<file path="src/rtl/dqsdll_update_ctrl_pkg.sv">
// Shared types and constants for the DQSDLLC sequencing controller:
// FSM state encoding, default timing constants and counter sizing.
package dqsdll_ctrl_pkg;

  typedef enum logic [2:0] {
    IDLE      = 3'd0,
    RST_HOLD  = 3'd1,
    WAIT_LOCK = 3'd2,
    UPDATE    = 3'd3,
    TRACK     = 3'd4,
    FAIL      = 3'd5
  } dll_state_e;

  localparam int DEF_RST_CYC      = 8;
  localparam int DEF_LOCK_TIMEOUT = 1024;
  localparam int DEF_MAX_RETRY    = 3;
  localparam int DEF_UPD_CYC      = 4;
  localparam int DEF_UPD_INTERVAL = 65536;

  // One bit beyond $clog2 so a counter can hold its terminal value and saturate.
  function automatic int cnt_w(input int n);
    return $clog2(n) + 1;
  endfunction

  function automatic int max3(input int a, input int b, input int c);
    int m;
    m = (a > b) ? a : b;
    return (m > c) ? m : c;
  endfunction

endpackage

</file>
<file path="src/rtl/dqsdll_update_ctrl_if.sv">
// Signal bundle between the PHY bring-up / memory controller side, the
// DQSDLLC primitive and the update controller. The controller uses the
// slave view; whoever drives requests and LOCK uses the master view.
interface dqsdll_update_ctrl_if;

  logic START;
  logic UPD_REQ;
  logic UPD_ACK;
  logic FREEZE_REQ;
  logic READY;
  logic ERR;
  logic DLL_LOCK;
  logic DLL_RST;
  logic DLL_UDDCNTLN;
  logic DLL_FREEZE;

  modport master (
    output START,
    output UPD_REQ,
    output FREEZE_REQ,
    output DLL_LOCK,
    input  UPD_ACK,
    input  READY,
    input  ERR,
    input  DLL_RST,
    input  DLL_UDDCNTLN,
    input  DLL_FREEZE
  );

  modport slave (
    input  START,
    input  UPD_REQ,
    input  FREEZE_REQ,
    input  DLL_LOCK,
    output UPD_ACK,
    output READY,
    output ERR,
    output DLL_RST,
    output DLL_UDDCNTLN,
    output DLL_FREEZE
  );

endinterface

</file>
<file path="src/rtl/dqsdll_lock_sync.sv">
// Two-flop synchronizer for the DQSDLLC LOCK output plus a registered
// fall detect that pulses in the same cycle lock_s first reads low.
module dqsdll_lock_sync (
  input  logic CLK,
  input  logic RST,
  input  logic lock_in,
  output logic lock_s,
  output logic lock_fall
);

  logic lock_p0;

  // Synchronize LOCK and flag the 1->0 transition of the synchronized value.
  always_ff @(posedge CLK) begin
    if (RST) begin
      lock_p0   <= 1'b0;
      lock_s    <= 1'b0;
      lock_fall <= 1'b0;
    end else begin
      lock_p0   <= lock_in;
      lock_s    <= lock_p0;
      lock_fall <= lock_s & ~lock_p0;
    end
  end

endmodule

</file>
<file path="src/rtl/dqsdll_update_ctrl.sv">
// Sequencing controller for one DQSDLLC: reset/bring-up with lock timeout
// and retry, delay-code update arbitration and freeze gating.
// Optional periodic update timer: define DQSDLL_CTRL_AUTO_UPDATE_EN.
module dqsdll_update_ctrl
  import dqsdll_ctrl_pkg::*;
#(
  parameter int RST_CYC      = DEF_RST_CYC,
  parameter int LOCK_TIMEOUT = DEF_LOCK_TIMEOUT,
  parameter int MAX_RETRY    = DEF_MAX_RETRY,
  parameter int UPD_CYC      = DEF_UPD_CYC,
  parameter int UPD_INTERVAL = DEF_UPD_INTERVAL
) (
  input logic                 CLK,
  input logic                 RST,
  dqsdll_update_ctrl_if.slave bus
);

  // One phase counter is shared by RST_HOLD, WAIT_LOCK and UPDATE; it
  // restarts from zero on every state change.
  localparam int PH_W = cnt_w(max3(RST_CYC, LOCK_TIMEOUT, UPD_CYC));
  localparam int RT_W = cnt_w(MAX_RETRY);

  localparam logic [PH_W-1:0] RST_LAST  = PH_W'(RST_CYC - 1);
  localparam logic [PH_W-1:0] LOCK_LAST = PH_W'(LOCK_TIMEOUT - 1);
  localparam logic [PH_W-1:0] UPD_LAST  = PH_W'(UPD_CYC - 1);
  localparam logic [RT_W-1:0] RT_MAX    = RT_W'(MAX_RETRY);

  dll_state_e      state, state_nxt;
  logic [PH_W-1:0] ph_cnt;
  logic [RT_W-1:0] retry_cnt;
  logic            retry_clr;
  logic            retry_inc;
  logic            for_req, for_req_nxt;
  logic            lock_s;
  logic            lock_fall;
  logic            auto_pend;
  logic            upd_entry;

  logic            dll_rst_q;
  logic            udd_n_q;
  logic            frz_q;
  logic            ready_q;
  logic            err_q;
  logic            ack_q;

  dqsdll_lock_sync u_lock_sync (
    .CLK       (CLK),
    .RST       (RST),
    .lock_in   (bus.DLL_LOCK),
    .lock_s    (lock_s),
    .lock_fall (lock_fall)
  );

  assign upd_entry = (state_nxt == UPDATE) && (state != UPDATE);

  // State register.
  always_ff @(posedge CLK) begin
    if (RST) begin
      state   <= IDLE;
      for_req <= 1'b0;
    end else begin
      state   <= state_nxt;
      for_req <= for_req_nxt;
    end
  end

  // Next-state logic and retry bookkeeping strobes.
  always_comb begin
    state_nxt   = state;
    for_req_nxt = for_req;
    retry_clr   = 1'b0;
    retry_inc   = 1'b0;
    case (state)
      IDLE: begin
        if (bus.START) begin
          state_nxt = RST_HOLD;
          retry_clr = 1'b1;
        end
      end
      RST_HOLD: begin
        if (ph_cnt == RST_LAST) state_nxt = WAIT_LOCK;
      end
      WAIT_LOCK: begin
        // Lock wins over a timeout landing in the same cycle.
        if (lock_s) begin
          state_nxt   = UPDATE;
          for_req_nxt = 1'b0;
        end else if (ph_cnt == LOCK_LAST) begin
          if (retry_cnt < RT_MAX) begin
            state_nxt = RST_HOLD;
            retry_inc = 1'b1;
          end else begin
            state_nxt = FAIL;
          end
        end
      end
      UPDATE: begin
        if (ph_cnt == UPD_LAST) state_nxt = TRACK;
      end
      TRACK: begin
        // The ack cycle masks UPD_REQ: the requester can only drop it after
        // seeing the ack, so the still-high level must not restart an update.
        if (!lock_s || lock_fall) begin
          state_nxt = RST_HOLD;
          retry_clr = 1'b1;
        end else if (bus.UPD_REQ && !ack_q && !bus.FREEZE_REQ) begin
          state_nxt   = UPDATE;
          for_req_nxt = 1'b1;
        end else if (auto_pend && !bus.FREEZE_REQ) begin
          state_nxt   = UPDATE;
          for_req_nxt = 1'b0;
        end
      end
      FAIL: begin
        if (bus.START) begin
          state_nxt = RST_HOLD;
          retry_clr = 1'b1;
        end
      end
      default: state_nxt = IDLE;
    endcase
  end

  // Phase counter: zero on every state change, otherwise saturating count.
  always_ff @(posedge CLK) begin
    if (RST) begin
      ph_cnt <= '0;
    end else if (state_nxt != state) begin
      ph_cnt <= '0;
    end else if (ph_cnt != '1) begin
      ph_cnt <= ph_cnt + PH_W'(1);
    end
  end

  // Retry counter: cleared on a fresh bring-up, bumped on each timed-out attempt.
  always_ff @(posedge CLK) begin
    if (RST) begin
      retry_cnt <= '0;
    end else if (retry_clr) begin
      retry_cnt <= '0;
    end else if (retry_inc && (retry_cnt != '1)) begin
      retry_cnt <= retry_cnt + RT_W'(1);
    end
  end

`ifdef DQSDLL_CTRL_AUTO_UPDATE_EN
  localparam int              TM_W    = cnt_w(UPD_INTERVAL);
  localparam logic [TM_W-1:0] TM_LAST = TM_W'(UPD_INTERVAL - 1);

  logic [TM_W-1:0] tmr_cnt;

  // Interval timer runs only in TRACK; expiry latches a pending request
  // that survives FREEZE_REQ until an update actually starts.
  always_ff @(posedge CLK) begin
    if (RST) begin
      tmr_cnt   <= '0;
      auto_pend <= 1'b0;
    end else if (upd_entry) begin
      tmr_cnt   <= '0;
      auto_pend <= 1'b0;
    end else if (state == TRACK) begin
      if (tmr_cnt == TM_LAST) begin
        auto_pend <= 1'b1;
      end else begin
        tmr_cnt <= tmr_cnt + TM_W'(1);
      end
    end
  end
`else
  // Without the timer, updates come only from UPD_REQ and UPD_INTERVAL has
  // no consumer.
  logic unused_upd_interval;
  logic unused_upd_entry;
  assign auto_pend           = 1'b0;
  assign unused_upd_interval = ^UPD_INTERVAL;
  assign unused_upd_entry    = upd_entry;
`endif

  // Registered outputs decoded from the state being entered.
  always_ff @(posedge CLK) begin
    if (RST) begin
      dll_rst_q <= 1'b1;
      udd_n_q   <= 1'b1;
      frz_q     <= 1'b0;
      ready_q   <= 1'b0;
      err_q     <= 1'b0;
      ack_q     <= 1'b0;
    end else begin
      dll_rst_q <= (state_nxt == IDLE) || (state_nxt == RST_HOLD) ||
                   (state_nxt == FAIL);
      udd_n_q   <= (state_nxt != UPDATE);
      frz_q     <= (state_nxt == TRACK) && bus.FREEZE_REQ;
      ready_q   <= (state_nxt == TRACK);
      err_q     <= (state_nxt == FAIL);
      ack_q     <= (state == UPDATE) && (state_nxt == TRACK) && for_req;
    end
  end

  assign bus.DLL_RST      = dll_rst_q;
  assign bus.DLL_UDDCNTLN = udd_n_q;
  assign bus.DLL_FREEZE   = frz_q;
  assign bus.READY        = ready_q;
  assign bus.ERR          = err_q;
  assign bus.UPD_ACK      = ack_q;

endmodule
</file>
<file path="src/flat_wrapper.sv">
// flat-port wrapper written by rule: the top's interface ports become plain ports
module dqsdll_update_ctrl_flat import dqsdll_ctrl_pkg::*;
#(
  parameter int RST_CYC      = DEF_RST_CYC,
  parameter int LOCK_TIMEOUT = DEF_LOCK_TIMEOUT,
  parameter int MAX_RETRY    = DEF_MAX_RETRY,
  parameter int UPD_CYC      = DEF_UPD_CYC,
  parameter int UPD_INTERVAL = DEF_UPD_INTERVAL
)
  (CLK, RST, bus_START, bus_UPD_REQ, bus_FREEZE_REQ, bus_DLL_LOCK, bus_UPD_ACK, bus_READY, bus_ERR, bus_DLL_RST, bus_DLL_UDDCNTLN, bus_DLL_FREEZE);
  dqsdll_update_ctrl_if bus_i ();
  input logic CLK;
  input logic RST;
  input wire logic [$bits(bus_i.START)-1:0] bus_START;
  input wire logic [$bits(bus_i.UPD_REQ)-1:0] bus_UPD_REQ;
  input wire logic [$bits(bus_i.FREEZE_REQ)-1:0] bus_FREEZE_REQ;
  input wire logic [$bits(bus_i.DLL_LOCK)-1:0] bus_DLL_LOCK;
  output wire logic [$bits(bus_i.UPD_ACK)-1:0] bus_UPD_ACK;
  output wire logic [$bits(bus_i.READY)-1:0] bus_READY;
  output wire logic [$bits(bus_i.ERR)-1:0] bus_ERR;
  output wire logic [$bits(bus_i.DLL_RST)-1:0] bus_DLL_RST;
  output wire logic [$bits(bus_i.DLL_UDDCNTLN)-1:0] bus_DLL_UDDCNTLN;
  output wire logic [$bits(bus_i.DLL_FREEZE)-1:0] bus_DLL_FREEZE;
  assign bus_i.START = bus_START;
  assign bus_i.UPD_REQ = bus_UPD_REQ;
  assign bus_i.FREEZE_REQ = bus_FREEZE_REQ;
  assign bus_i.DLL_LOCK = bus_DLL_LOCK;
  assign bus_UPD_ACK = bus_i.UPD_ACK;
  assign bus_READY = bus_i.READY;
  assign bus_ERR = bus_i.ERR;
  assign bus_DLL_RST = bus_i.DLL_RST;
  assign bus_DLL_UDDCNTLN = bus_i.DLL_UDDCNTLN;
  assign bus_DLL_FREEZE = bus_i.DLL_FREEZE;
  dqsdll_update_ctrl #(.RST_CYC(RST_CYC), .LOCK_TIMEOUT(LOCK_TIMEOUT), .MAX_RETRY(MAX_RETRY), .UPD_CYC(UPD_CYC), .UPD_INTERVAL(UPD_INTERVAL)) u_core (.CLK(CLK), .RST(RST), .bus(bus_i));
endmodule
</file>
<file path="config.mk">
export PLATFORM = sky130hd
export DESIGN_NAME = dqsdll_update_ctrl_flat
export DESIGN_NICKNAME = d
export VERILOG_FILES = /design/src/rtl/dqsdll_update_ctrl_pkg.sv /design/src/rtl/dqsdll_update_ctrl_if.sv /design/src/rtl/dqsdll_lock_sync.sv /design/src/rtl/dqsdll_update_ctrl.sv /design/src/flat_wrapper.sv
export SDC_FILE = /design/constraint.sdc
export NUM_CORES = 1
export LEC_CHECK = 0
export ABC_AREA = 1
export CORE_UTILIZATION = 50
export CTS_BUF_LIST = sky130_fd_sc_hd__clkbuf_4
export DETAILED_ROUTE_END_ITERATION = 16
export HOLD_SLACK_MARGIN = 0.02
export PLACE_DENSITY = 0.81
export SLEW_MARGIN = 20
export SYNTH_ARGS = -nofsm -noshare
export SYNTH_HDL_FRONTEND = slang
export SYNTH_SLANG_ARGS = --single-unit
export TNS_END_PERCENT = 10
</file>
<file path="constraint.sdc">
create_clock -name CLK -period 1.95 [get_ports CLK]
set_clock_uncertainty 0.1 [all_clocks]
set_input_delay 0.2925 -clock CLK [delete_from_list [all_inputs] [get_ports CLK]]
set_output_delay 0.2925 -clock CLK [all_outputs]
set_load 0.1 [all_outputs]
</file>
==> flow_summary.toml <==
[logic_synthesis]
syn_nets = 215
synth_seq_area_share_pct = 36.21
synth_top_family_by_area = "simple AND/OR/NAND/NOR gates"
syn-cell-area_mm2 = 0.001493
ys_warn_count = 0
synth_mux_area_share_pct = 0
ys_seq_elements = 27
synth-adder-area-share_pct = 3.353
synth-simple-area-share_pct = 40.23
synth.avg_cell_area_um2 = 7.281
synth_compound_area_share_pct = 7.125
synthXorXnorAreaFrac_pct = 3.521
synthCells = 205
synth_cell_types = 31

[clock_network]
numCtsBuffers = 3
cts_hold_buffers = 0
cts_tree = "yes"
clk_pin_slew_ps = 140
ctsRootBufferMaster = "clkbuf_4"
cts_max_path_buffers = 2
cts.sink_count = 27
clock_latency_ps = 340
htree_levels = 1
cts_setup_buffers = 0

[timing]
setup_viol = 0
finalHoldViolations = 0
rsz0062_at_grt = "yes"
period_minus_slack_ps = 1784
worst_pin_slew_ps = 312.3
period_share_pct = 91.50
maxSlewViolCount = 0
max_freq_mhz = 560.4
slew_headroom_pct = 79.05

[worst_setup_path]
worstPathRequired_ps = 2120
endpoint_kind = "flop"
cp_slowest_cell = "dfxtp_2"
path_class = "reg -> reg"
crit_fanout = 7
critical_path.top_delay_family = "simple AND/OR/NAND/NOR gates"
critPathBufInv = 1
max_stage_delay_ps = 380
crit_chain = "ha_1 -> nand2_2 -> nor2_4 -> nand2_4 -> nor2_4 -> nand2_2 -> nand4_1 -> nand3_1 -> buf_4 -> nor3_1"
crit_arrival_ps = 1950
startpoint_type = "flop"

[final_layout]
drive_gt1_share_pct = 21.43
top_register = "u_core.ph_cnt"
fin_area_mm2 = 0.001687
final_common_cell = "nand2_1"
largest_reg_flops = 11
nets = 235
fin_util_pct = 60.64
regArea_um2 = 545.5
fillers = 265
multi_input_area_um2 = 814.5
reg.largest.list = "u_core.ph_cnt x11, u_core.retry_cnt x3, u_core.state x3"
diodes = 0
syn2layout_area_growth_pct = 12.99
final_cell_mix = "nand2_1 (42), nor2_1 (30), inv_1 (25), dfxtp_1 (23), buf_4 (13)"

[power]
clkPwrFrac_pct = 25.9
internal_power_mw = 0.6906
finalPower_mw = 0.9427
irDropWorstVdd_mv = 0.6551
p_leak_nw = 0.7533
p_switching_mw = 0.2520
powerDensity_mw_per_mm2 = 558.9
p_comb_share_pct = 13.2
p_sw_share_pct = 26.74
seqPwrFrac_pct = 60.9

[place]
dp_hpwl_um = 2169
placed_cell_area_mm2 = 0.001650
place.gp.congestion = 0.9052
port_buffers = 11

[drt]
via_count = 1250
routedWlPerCell_um = 10.86
wl_um = 2769
ant_nets = 0
drtIter0Drc = 47
drc_errors = 0
firstDrtPassIters = 4
via_per_inst = 4.902

[global_route]
grt_usage_pct = 19.69
grt_pass1_wl_um = 4899
grt_overflow_total = 0
antenna_found_initial = 0
grt_pass1_vias = 1135
grt_max_degree = 16

[floorplanning]
boundaryPins = 12
rows = 19
die_h_um = 56.64
dieArea_mm2 = 0.003208
start_util_pct = 53.67
die_w_um = 56.64
core_mm2 = 0.002781

[status]
outcome = "completed"

[worst_hold_path]
holdCritPathClass = "reg -> reg"

[flow_run]
cap_viol_max_count = 0
[final timing paths]
path | cells after the start | slack, ps | start | endpoint
worst min-delay path | 1 | 320 | u_core.u_lock_sync.lock_p0 | u_core.u_lock_sync.lock_fall
worst max-delay path | 10 | 170 | u_core.ph_cnt[0] | u_core.ph_cnt[7]
worst min register to register | 1 | 320 | u_core.u_lock_sync.lock_p0 | u_core.u_lock_sync.lock_fall
worst max register to register | 10 | 170 | u_core.ph_cnt[0] | u_core.ph_cnt[7]
[per-layer routing]
| metal | up-vias | GRT usage (%) | routed length, um |
|---|---|---|---|
| li1 | 686 | - | - |
| met1 | 532 | 28.49 | 1422 |
| met2 | 27 | 28.40 | 1164 |
| met3 | 5 | 4.378 | 140 |
| met4 | 0 | 7.317 | 42 |
| met5 | - | 0 | 0 |
[area by class of cell]
cell class | instances | share of cell area [%]
multi-input combinational | 145 | 48.29
sequential | 27 | 32.34
tap | 31 | 2.300
inverter | 30 | 6.677
clock buffer | 3 | 1.335
timing repair buffer | 18 | 8.754
clock inverter | 1 | 0.2967
[worst reg2reg max path, cell delays in order (launching register included)]
cell	delay (ps)
dfxtp_2	380
ha_1	170
nand2_2	80
nor2_4	150
nand2_4	100
nor2_4	100
nand2_2	70
nand4_1	90
nand3_1	120
buf_4	190
nor3_1	180
[per-stage QoR]
step                      setup TNS (ps)  setup slack, ps  hold WS [ps]  cells
after floorplan                        0            235.1         261.6    205
after global placement            -39.20           -20.13         302.5    251
after detailed placement          -637.4           -113.2         320.8    251
after CTS                              0            100.1         337.0    255
after global routing              -5.355           -5.355         344.4    255
final                                  0            165.7         320.6    255
[power by group through the flow]
stage          Clock, mW  Combinational [mW]  Sequential (mW)
2_1_floorplan          0              0.0941            0.579
3_3_place_gp           0               0.120            0.585
3_5_place_dp           0               0.122            0.585
4_1_cts            0.257               0.123            0.573
5_1_grt            0.265               0.139            0.577
6_report           0.244               0.124            0.574
[cells by family after synthesis]
| logic type | count (synthesis) |
|---|---|
| AO/OA/AOI/OAI | 19 |
| AND/OR/NAND/NOR | 116 |
| flip-flops | 27 |
| XOR/XNOR | 6 |
| adder cells (fa/ha/maj) | 4 |
| buffers and inverters | 33 |
[Yosys cell counts (all sizes together)]
master | count | area (um2)
nor2 | 37 | 176.4
o211ai | 1 | 7.510
nand4 | 3 | 18.77
nand3b | 1 | 7.510
and3 | 1 | 6.260
o21ai | 4 | 20.02
inv | 29 | 108.9
dfxtp | 27 | 540.5
nor3 | 16 | 130.1
a21oi | 10 | 50.05
a211oi | 1 | 7.510
buf | 3 | 30.03
clkinv | 1 | 3.750
xnor2 | 3 | 26.28
xor2 | 3 | 26.28
a21boi | 1 | 7.510
ha | 4 | 50.05
a31oi | 1 | 6.260
o21bai | 1 | 7.510
nand3 | 10 | 60.06
nor3b | 1 | 7.510
nand2 | 46 | 187.7
or2 | 1 | 6.260
[timing repair]
action / CTS / global route
endpoints found under the hold margin: 0 / 0
gates resized for setup: 0 / 4
setup endpoints to repair: 0 / 5
Power figures use the tool's default switching activity.
